<file path="config.mk">
export PLATFORM = sky130hd
export DESIGN_NAME = rx_frame_sequencer
export DESIGN_NICKNAME = d
export VERILOG_FILES = /design/src/rtl/uart_rx_pkg.sv /design/src/rtl/rx_shift_parity.sv /design/src/rtl/rx_frame_sequencer.sv
export SDC_FILE = /design/constraint.sdc
export NUM_CORES = 1
export LEC_CHECK = 0
export CORE_MARGIN = 2
export CORE_UTILIZATION = 35
export CTS_CLUSTER_DIAMETER = 200
export CTS_CLUSTER_SIZE = 12
export DETAILED_ROUTE_END_ITERATION = 12
export PLACE_DENSITY = 0.58
export SETUP_SLACK_MARGIN = 0.3
export SLEW_MARGIN = 20
export SYNTH_ARGS = -nofsm -noshare
export SYNTH_HDL_FRONTEND = slang
export SYNTH_SLANG_ARGS = --single-unit
</file>
<file path="constraint.sdc">
create_clock -name pclk -period 2.7 [get_ports pclk]
set_input_delay 0.54 -clock pclk [delete_from_list [all_inputs] [get_ports pclk]]
set_output_delay 0.54 -clock pclk [all_outputs]
set_load 0.01 [all_outputs]
</file>
<file path="src/rtl/uart_rx_pkg.sv">
// ============================================================================
// Module      : uart_rx_pkg
// Description : Shared types and constants for the UART receive frame sequencer.
// Revision    : 1.0 - initial release
// ============================================================================
`default_nettype none

package uart_rx_pkg;

    localparam int MIN_DATA_BITS = 5;
    // Wide enough for the largest legal data-bit count (9).
    localparam int CFG_DBW       = 4;

    typedef enum logic [2:0] {
        IDLE     = 3'd0,
        START    = 3'd1,
        DATA     = 3'd2,
        PARITY   = 3'd3,
        STOP1    = 3'd4,
        STOP2    = 3'd5,
        BRK_WAIT = 3'd6
    } rx_state_e;

    typedef struct packed {
        logic [CFG_DBW-1:0] data_bits;
        logic               parity_en;
        logic               parity_odd;
        logic               stop2;
    } rx_cfg_t;

    function automatic logic [CFG_DBW-1:0] clamp_data_bits(
        input logic [CFG_DBW-1:0] raw,
        input logic [CFG_DBW-1:0] max_bits
    );
        if (raw < CFG_DBW'(MIN_DATA_BITS)) begin
            return CFG_DBW'(MIN_DATA_BITS);
        end
        if (raw > max_bits) begin
            return max_bits;
        end
        return raw;
    endfunction

endpackage

`default_nettype wire

</file>
<file path="src/rtl/rx_shift_parity.sv">
// ============================================================================
// Module      : rx_shift_parity
// Description : LSB-first receive shift register with running XOR of shifted bits.
// Revision    : 1.0 - initial release
// ============================================================================
`default_nettype none

module rx_shift_parity #(
    parameter int MAX_DATA_BITS = 8
) (
    input  logic                     clk,
    input  logic                     rst,
    input  logic                     i_clear,
    input  logic                     i_shift_en,
    input  logic                     i_bit,
    output logic [MAX_DATA_BITS-1:0] o_word,
    output logic                     o_xor
);

    logic [MAX_DATA_BITS-1:0] r_word;
    logic                     r_xor;

    // New bits enter at the MSB; a short word ends up MSB-aligned.
    always_ff @(posedge clk) begin
        if (rst || i_clear) begin
            r_word <= '0;
            r_xor  <= 1'b0;
        end else if (i_shift_en) begin
            r_word <= {i_bit, r_word[MAX_DATA_BITS-1:1]};
            r_xor  <= r_xor ^ i_bit;
        end
    end

    assign o_word = r_word;
    assign o_xor  = r_xor;

endmodule

`default_nettype wire

</file>
<file path="src/rtl/rx_frame_sequencer.sv">
// ============================================================================
// Module      : rx_frame_sequencer
// Description : UART RX frame sequencer, 5..MAX_DATA_BITS data, optional parity,
//               1/2 stop bits. Optional break detection via RX_BREAK_DETECT_EN.
// Revision    : 1.0 - initial release
// ============================================================================
`default_nettype none

module rx_frame_sequencer
    import uart_rx_pkg::*;
#(
    parameter int MAX_DATA_BITS = 8,
    parameter int DBW           = $clog2(MAX_DATA_BITS + 1)
) (
    input  logic                     pclk,
    input  logic                     preset,
    input  logic                     start_detect,
    input  logic                     sample_edge,
    input  logic                     rx_bit,
    input  logic [DBW-1:0]           cfg_data_bits,
    input  logic                     cfg_parity_en,
    input  logic                     cfg_parity_odd,
    input  logic                     cfg_stop2,
    output logic [MAX_DATA_BITS-1:0] rx_data,
    output logic                     receive_done,
    output logic                     parity_err,
    output logic                     frame_err,
    output logic                     busy,
    output logic                     sample_clear
`ifdef RX_BREAK_DETECT_EN
    ,
    output logic                     break_det
`endif
);

    localparam logic [CFG_DBW-1:0] c_max_bits = CFG_DBW'(MAX_DATA_BITS);

    rx_state_e                r_state;
    rx_state_e                w_next;
    rx_state_e                w_after_fin;
    rx_cfg_t                  r_cfg;
    rx_cfg_t                  w_cfg_in;
    logic [DBW-1:0]           r_bit_cnt;
    logic                     r_parity_bad;
    logic                     r_stop_bad;
    logic                     r_fin;
    logic                     r_done;
    logic                     r_perr;
    logic                     r_ferr;
    logic [MAX_DATA_BITS-1:0] r_rx_data;

    logic                     w_start;
    logic                     w_shift;
    logic                     w_last_data;
    logic                     w_final;
    logic                     w_stop_bad_now;
    logic                     w_is_break;
    logic                     w_xor;
    logic [MAX_DATA_BITS-1:0] w_word;
    logic [CFG_DBW-1:0]       w_shamt;

    assign w_cfg_in.data_bits  = clamp_data_bits(CFG_DBW'(cfg_data_bits), c_max_bits);
    assign w_cfg_in.parity_en  = cfg_parity_en;
    assign w_cfg_in.parity_odd = cfg_parity_odd;
    assign w_cfg_in.stop2      = cfg_stop2;

    assign w_start        = (r_state == IDLE) && start_detect;
    assign w_shift        = (r_state == DATA) && sample_edge;
    assign w_last_data    = (CFG_DBW'(r_bit_cnt) == (r_cfg.data_bits - CFG_DBW'(1)));
    assign w_stop_bad_now = r_stop_bad | ~rx_bit;
    assign w_shamt        = c_max_bits - r_cfg.data_bits;

    // r_fin marks the completion cycle; the state is held there so a start
    // pulse coinciding with done is dropped rather than accepted.
    assign w_final = sample_edge && !r_fin &&
                     (((r_state == STOP1) && !r_cfg.stop2) || (r_state == STOP2));

`ifdef RX_BREAK_DETECT_EN
    logic r_brk;
    logic r_all_zero;

    assign w_is_break  = r_all_zero & ~rx_bit;
    assign w_after_fin = r_brk ? BRK_WAIT : IDLE;
    assign break_det   = r_brk;

    always_ff @(posedge pclk) begin
        if (preset) begin
            r_brk      <= 1'b0;
            r_all_zero <= 1'b0;
        end else begin
            r_brk <= w_final & w_is_break;
            if (w_start) begin
                r_all_zero <= 1'b1;
            end else if (sample_edge && !r_fin &&
                         (r_state inside {START, DATA, PARITY, STOP1, STOP2})) begin
                r_all_zero <= r_all_zero & ~rx_bit;
            end
        end
    end
`else
    assign w_is_break  = 1'b0;
    assign w_after_fin = IDLE;
`endif

    rx_shift_parity #(
        .MAX_DATA_BITS (MAX_DATA_BITS)
    ) u_shift (
        .clk        (pclk),
        .rst        (preset),
        .i_clear    (w_start),
        .i_shift_en (w_shift),
        .i_bit      (rx_bit),
        .o_word     (w_word),
        .o_xor      (w_xor)
    );

    always_ff @(posedge pclk) begin
        if (preset) begin
            r_state <= IDLE;
        end else begin
            r_state <= w_next;
        end
    end

    always_comb begin
        w_next = r_state;
        case (r_state)
            IDLE: begin
                if (start_detect) w_next = START;
            end
            START: begin
                if (sample_edge) w_next = rx_bit ? IDLE : DATA;
            end
            DATA: begin
                if (sample_edge && w_last_data) w_next = r_cfg.parity_en ? PARITY : STOP1;
            end
            PARITY: begin
                if (sample_edge) w_next = STOP1;
            end
            STOP1: begin
                if (r_fin) begin
                    w_next = w_after_fin;
                end else if (sample_edge && r_cfg.stop2) begin
                    w_next = STOP2;
                end
            end
            STOP2: begin
                if (r_fin) w_next = w_after_fin;
            end
`ifdef RX_BREAK_DETECT_EN
            BRK_WAIT: begin
                if (sample_edge && rx_bit) w_next = IDLE;
            end
`endif
            default: w_next = IDLE;
        endcase
    end

    always_comb begin
        busy         = (r_state != IDLE);
        sample_clear = w_start && !preset;
    end

    always_ff @(posedge pclk) begin
        if (preset) begin
            r_cfg        <= '0;
            r_bit_cnt    <= '0;
            r_parity_bad <= 1'b0;
            r_stop_bad   <= 1'b0;
            r_fin        <= 1'b0;
            r_done       <= 1'b0;
            r_perr       <= 1'b0;
            r_ferr       <= 1'b0;
            r_rx_data    <= '0;
        end else begin
            if (w_start) begin
                r_cfg        <= w_cfg_in;
                r_bit_cnt    <= '0;
                r_parity_bad <= 1'b0;
                r_stop_bad   <= 1'b0;
            end
            if (w_shift) begin
                r_bit_cnt <= r_bit_cnt + DBW'(1);
            end
            if ((r_state == PARITY) && sample_edge) begin
                r_parity_bad <= ((w_xor ^ rx_bit) != r_cfg.parity_odd);
            end
            if ((r_state == STOP1) && sample_edge && !r_fin) begin
                r_stop_bad <= w_stop_bad_now;
            end
            r_fin  <= w_final;
            r_done <= w_final & ~w_is_break;
            r_perr <= w_final & ~w_is_break & r_parity_bad & r_cfg.parity_en;
            r_ferr <= w_final & ~w_is_break & w_stop_bad_now;
            if (w_final && !w_is_break) begin
                r_rx_data <= w_word >> w_shamt;
            end
        end
    end

    assign rx_data      = r_rx_data;
    assign receive_done = r_done;
    assign parity_err   = r_perr;
    assign frame_err    = r_ferr;

endmodule

`default_nettype wire

</file>
# --- Yosys cells after proc, flatten, opt, wreduce, memory -nomap -nowiden ---
# Cells that the tools add are included.
# Widths: inputs -> output; s select.
classes:
  n_addsub: 3
  n_lt_le_gt_ge: 2
  eq_ne: 13
  shift: 1
  n_mux: 22
  n_bitwise: 6
  reduce_logical: 22
ops:
  columns: ["op", "n"]
  rows:
  - ["$mux 3", 8]
  - ["$mux 4", 6]
  - ["$pmux 3 s6", 1]
  - ["$logic_and 1x1->1", 11]
  - ["$ne 2x2->1 const B", 4]
  - ["$shr 8x4->8", 1]
  - ["$eq 3x2->1 const B", 2]
  - ["$eq 3x3->1 const B", 2]
  - ["$mux 1", 6]
  - ["$reduce_and 6->1", 1]
  - ["$reduce_bool 2->1", 3]
  - ["$add 4x1->4 const B", 1]
  - ["$eq 4x4->1", 1]
  - ["$gt 4x4->1 const B", 1]
  - ["$lt 4x3->1 const B", 1]
  - ["$sub 4x1->4 const B", 1]
  - ["$sub 4x4->4 const A", 1]
  - ["$and 1x1->1", 3]
  - ["$eq 3x1->1 const B", 1]
  - ["$logic_not 1->1", 3]
  - ["$logic_not 3->1", 1]
  - ["$ne 3x2->1 const B", 1]
  - ["$reduce_bool 3->1", 1]
  - ["$logic_or 1x1->1", 2]
  - ["other kinds (6)", 6]
word_totals:
  regBits: 36
  inputBits: 12
  output_inout_bits: 13
  wordCells: 83

# --- Logic depth before layout (Yosys ltp) ---
depth:
  ltp_word: 6
  depth_mapped: 9
  depth_no_buf: 7

# --- Cells and area by module ---
# A second synthesis with hierarchy kept.
hier_totals:
  hier_cells: 202
  hier_area_um2: 1913.1
by_module_without_submodules:
  columns: ["mod", "n_inst", "cells_each", "area_each_um2", "seq_area_each_um2"]
  rows:
  - ["rx_frame_sequencer", 1, 171, 1567.8, 540.5]
  - ["rx_shift_parity", 1, 31, 345.3, 180.2]

# --- Worst setup path after synthesis ---
# Ideal clock, no wire load.
synth_path:
  path_kind: "reg-to-reg"
  from: "register r_cfg[3] in the netlist's numbering"
  to: "register r_rx_data[0] (netlist: rx_data[0])"
  setup_ns: 0.117
  arrival_time_ns: 1.993
  setup_slack_ns: 0.590
  path_stages_with_launch: 9
  path_buffers: 2
  synth_period_minus_slack_ns: 2.110
  path_cell_list: "dfxtp_1 -> buf_2 -> inv_1 -> ha_1 -> buf_2 -> mux2_2 -> o21ai_0 -> o21ai_0 -> a22o_1"
synth_via:
  elab_chain_len: 2
synth_rtl:
  columns: ["element", "line_no", "source"]
  rows:
  - ["from (decl)", "rx_frame_sequencer.sv:41", "rx_cfg_t r_cfg;"]
  - ["from (signal assigned)", "rx_frame_sequencer.sv:177", "r_cfg <= w_cfg_in;"]
  - ["$sub 4x4->4", "rx_frame_sequencer.sv:71", "assign w_shamt = c_max_bits - r_cfg.data_bits;"]
  - ["$shr 8x4->8", "rx_frame_sequencer.sv:196", "r_rx_data <= w_word >> w_shamt;"]
  - ["to (signal assigned)", "rx_frame_sequencer.sv:196", null]
  - ["to (decl)", "rx_frame_sequencer.sv:50", "logic [MAX_DATA_BITS-1:0] r_rx_data;"]
# No other way between the ends.
# A chain may end at the register's enable or synchronous reset.

# --- Worst setup path after layout ---
layout_path:
  from: "register r_cfg[4] in the netlist's numbering"
  to: "register r_state[0]"
layout_via:
  elab_chain_len: 5
layout_rtl:
  columns: ["element", "line_no", "source"]
  rows:
  - ["$sub 4x1->4", "rx_frame_sequencer.sv:69", "assign w_last_data = (CFG_DBW'(r_bit_cnt) == (r_cfg.data_bits - CFG_DBW'(1)));"]
  - ["$eq 4x4->1", "rx_frame_sequencer.sv:69", null]
  - ["$logic_and 1x1->1", "rx_frame_sequencer.sv:135", "if (sample_edge && w_last_data) w_next = r_cfg.parity_en ? PARITY : STOP1;"]
  - ["$ne 2x1->1 (no line)", null, null]
  - ["$reduce_and 6->1 (no line)", null, null]
  - ["to (signal assigned)", "rx_frame_sequencer.sv:121", "r_state <= w_next;"]
  - ["to (decl)", "rx_frame_sequencer.sv:38", "rx_state_e r_state;"]
# No other way between the ends.

==> impl_summary.txt <==
----------------------------------------------------
[Pwr]
  Maximum vdd drop ... around 320 µV
  Leakage power ... 0.792 nW
  Power Total ... around 1.6 mW
  Power density cells ... about 740 nW/µm²

[Synthesis]
  Synthesized flop and latch total ... 36
  Compound-gate portion of the synthesized area ... about 15%
  Area share of xor/xnor cells in the synthesized design ... between 6 and 7%
  Simple-gate share of the synthesized area ... 23.2%
  Dominant combinational cell family by area after synthesis ... simple AND/OR/NAND/NOR gates
  Sequential cell area fraction in the yosys report ... a little over 40%
  Adder-cell share of the synthesized area ... under 10%
  Number of flops mapped to enable cells by yosys ... 0
  Multiplexer fraction of the synthesized cell area ... under 10%
  Number of distinct library cells after synthesis ... 35
  Combined area of all synthesized cells ... about 1800 µm²
  Post-synthesis async set-or-reset flop share ... 0%
  Avg Inst Size Synth ... slightly above 8 µm²
  Dominant synthesized flop cell ... sky130_fd_sc_hd__dfxtp_1
  Post-synthesis cell count ... 215
  Synth Net Count ... 230
  Count of warnings emitted by yosys ... 0

[STA]
  Number of hold violations in the final report ... 0
  Max-slew headroom at the worst pin ... slightly below 60%
  Final Slew Violations ... 0
  Unrepaired setup endpoints after global routing ... no
  Worst hold slack ... 0.458 ns
  Final-layout setup total negative slack ... 0 ns
  Achievable frequency ... ~470 MHz
  Worst path setup slack after routing ... just under 0.6 ns
  Worst Tran Pin Value ... 0.616 ns
  Clock period minus final worst setup slack ... 2.11 ns
  Post-Route Skew ... 0.00399 ns
  Period utilisation layout ... a little under 80%
  Count of final setup violators ... 0

[Global routing]
  Via count of the first global-routing pass ... between 1k and 1.5k
  Overflow after GRT ... 0
  Aggregate global-route resource usage ... 16.3%
  First-pass GRT wire length ... between 6000 and 7000 µm
  Pin count of the biggest net entering global routing ... 22
  Number of antenna violations at the first check in global routing ... 0

[Clock tree]
  Maximum clock path buffer count ... 2
  CTS tree ... yes
  H-Tree Depth ... 2
  Hold-fix buffers at CTS ... 0
  Setup Buffers After CTS ... 0
  Clock root buffer ... sky130_fd_sc_hd__clkbuf_8
  Later-pin clock latency in the skew report ... slightly below 0.3 ns
  Post-CTS clock slew at the launch and capture registers of the worst setup and hold paths ... around 0.070 ns
  Number of instances resized during post-cts repair ... 0
  Clock net sink count ... 36
  CTS buffer count ... 5

[Final layout]
  Layout cells sized above 1 ... between 10% and 20%
  Area growth from synthesis to layout ... 25.2%
  Utilization after layout ... ~46%
  Layout net count ... 257
  Most common library cell in the layout ignoring fill and taps ... sky130_fd_sc_hd__nand2_1
  Antenna diode count ... 0
  Final non-filler cell area ... about 2200 µm²
  Commonest non-fill, non-tap cells in the layout ... sky130_fd_sc_hd__nand2_1, sky130_fd_sc_hd__dfxtp_1, sky130_fd_sc_hd__a21oi_1
  Non-filler cells, final ... 310

[Floorplan]
  Die width ... ~75 µm
  Initial core utilization ... ~37%
  Die outline area ... 5610 µm²
  Die H ... around 75 µm
  Top Ports ... 25
  Placeable core area ... about 4800 µm²
  Total number of placement rows ... 25

[Critical path]
  Type of element capturing the critical path ... register
  Worst-case register-to-register setup slack ... approximately 0.59 ns
  Crit Reg-Reg Endpoint ... r_state[0]$_SDFFE_PP0P_
  Arrival @ worst endpoint ... around 2.3 ns
  Beginning of the worst register-to-register path ... r_cfg[4]$_SDFFE_PP0P_
  Largest fanout on the critical path ... 11
  Cell count of the worst reg-to-reg path ... 6
  Data required time of the critical path ... slightly below 3 ns
  WS Path Type ... register to register
  Crit path launch type ... register

[Route]
  DRT Wirelength ... between 3000 and 4000 µm
  Initial DRC Count ... about 140
  Number of vias in the routed layout ... 1,515
  Routed wire per std cell ... between 10 and 15 µm
  DRC violation count after routing ... 0
  Pre-antenna DRT Iters ... 4
  Number of nets with antenna violations after detailed routing ... 0
  Ratio of routed vias to standard cells ... between 4 and 5

[Place]
  Final estimated routing congestion in global placement ... a little under 0.8
  Port buffer count ... 24
  Minimum setup slack after placement ... 0.380 ns
  Inst Count DP ... 302
  DP Wirelength ... between 2000 and 3000 µm
  Cell Area, Placed ... 2090 µm²

[Run]
  Max capacitance violation total ... 0

[Run status]
  Status ... finished clean

[Min path]
  Number of stages on the worst hold path ... 2
  Class of the most critical hold timing path ... register to register
  Endpoint of the worst hold path ... rx_data[7]$_SDFFE_PP0P_
  Critical hold path startpoint ... rx_data[7]$_SDFFE_PP0P_

----------------------------------------------------
## cells by family after synthesis
group,count (synthesis)
multiplexers,9
adder cells (fa/ha/maj),3
flip-flops,36
AO/OA/AOI/OAI,46
AND/OR/NAND/NOR,91
buffers and inverters,18
XOR/XNOR,12
## critical path, stage by stage, from the launching register on
cell                      delay [ns]
sky130_fd_sc_hd__dfxtp_1        0.37
sky130_fd_sc_hd__inv_1          0.07
sky130_fd_sc_hd__ha_1           0.55
sky130_fd_sc_hd__xor2_1         0.19
sky130_fd_sc_hd__a41oi_1        0.21
sky130_fd_sc_hd__or4_1          0.51
sky130_fd_sc_hd__a21oi_1        0.13
## how the worst max path moves through the flow
| stage | depth (start not counted) | to | slack (ns) | startpoint |
|---|---|---|---|---|
| final | 6 | r_state[0]$_SDFFE_PP0P_ | 0.59 | r_cfg[4]$_SDFFE_PP0P_ |
| after floorplan | 8 | rx_data[0]$_SDFFE_PP0P_ | 0.59 | r_cfg[3]$_SDFFE_PP0P_ |
| after detailed placement | 4 | sample_clear | 0.38 | start_detect |
| after global placement | 4 | sample_clear | 0.37 | start_detect |
| after global routing | 6 | r_state[0]$_SDFFE_PP0P_ | 0.41 | r_cfg[4]$_SDFFE_PP0P_ |
| after CTS | 4 | sample_clear | 0.37 | start_detect |
## power by group
part	internal, mW	switching (mW)	leakage (nW)
Clock	0.273	0.201	0.0541
Combinational	0.232	0.317	0.446
Sequential	0.572	0.0369	0.291
## sequential cells by signal, indices dropped and copies added, names as in the netlist
signal and count:
frame_err 1, r_state 3, r_cfg 7, u_shift.o_word 8, parity_err 1, rx_data 8, r_stop_bad 1, r_bit_cnt 4
r_parity_bad 1, u_shift.o_xor 1, receive_done 1
## layout make-up
class,count,area (µm²)
Fill cell,487,2580
Tap cell,67,83.8
Multi-Input combinational cell,161,967
Timing Repair Buffer,31,295
Clock buffer,5,68.8
Clock inverter,3,42.5
Sequential cell,36,721
Inverter,7,26.3
## routing by layer
| layer | GRT usage [%] | share of wire (%) |
|---|---|---|
| met5 | 0 | 0 |
| met4 | 7.74 | 2.0 |
| met3 | 4.95 | 3.7 |
| met2 | 24.3 | 43 |
| met1 | 21.6 | 51 |
## Yosys cell counts (2+ instances only)
cell type	number	area, µm²
sky130_fd_sc_hd__a32oi_1	2	17.5
sky130_fd_sc_hd__or4_1	2	15.0
sky130_fd_sc_hd__a21oi_1	24	120
sky130_fd_sc_hd__mux2i_1	4	40.0
sky130_fd_sc_hd__nand2_1	42	158
sky130_fd_sc_hd__a22o_1	3	26.3
sky130_fd_sc_hd__xor2_1	4	35.0
sky130_fd_sc_hd__ha_1	3	37.5
sky130_fd_sc_hd__dfxtp_1	36	721
sky130_fd_sc_hd__o21ai_0	11	55.1
sky130_fd_sc_hd__xnor2_1	7	61.3
sky130_fd_sc_hd__buf_2	5	25.0
sky130_fd_sc_hd__mux4_2	3	67.6
sky130_fd_sc_hd__mux2_2	2	22.5
sky130_fd_sc_hd__nand3_1	8	40.0
sky130_fd_sc_hd__nor3_1	8	40.0
sky130_fd_sc_hd__inv_1	7	26.3
sky130_fd_sc_hd__clkbuf_1	5	18.8
sky130_fd_sc_hd__nand2b_1	5	31.3
sky130_fd_sc_hd__nor2_1	18	67.6
sky130_fd_sc_hd__nor2b_1	2	12.5
Note: power is estimated with default switching activity, not from simulation.
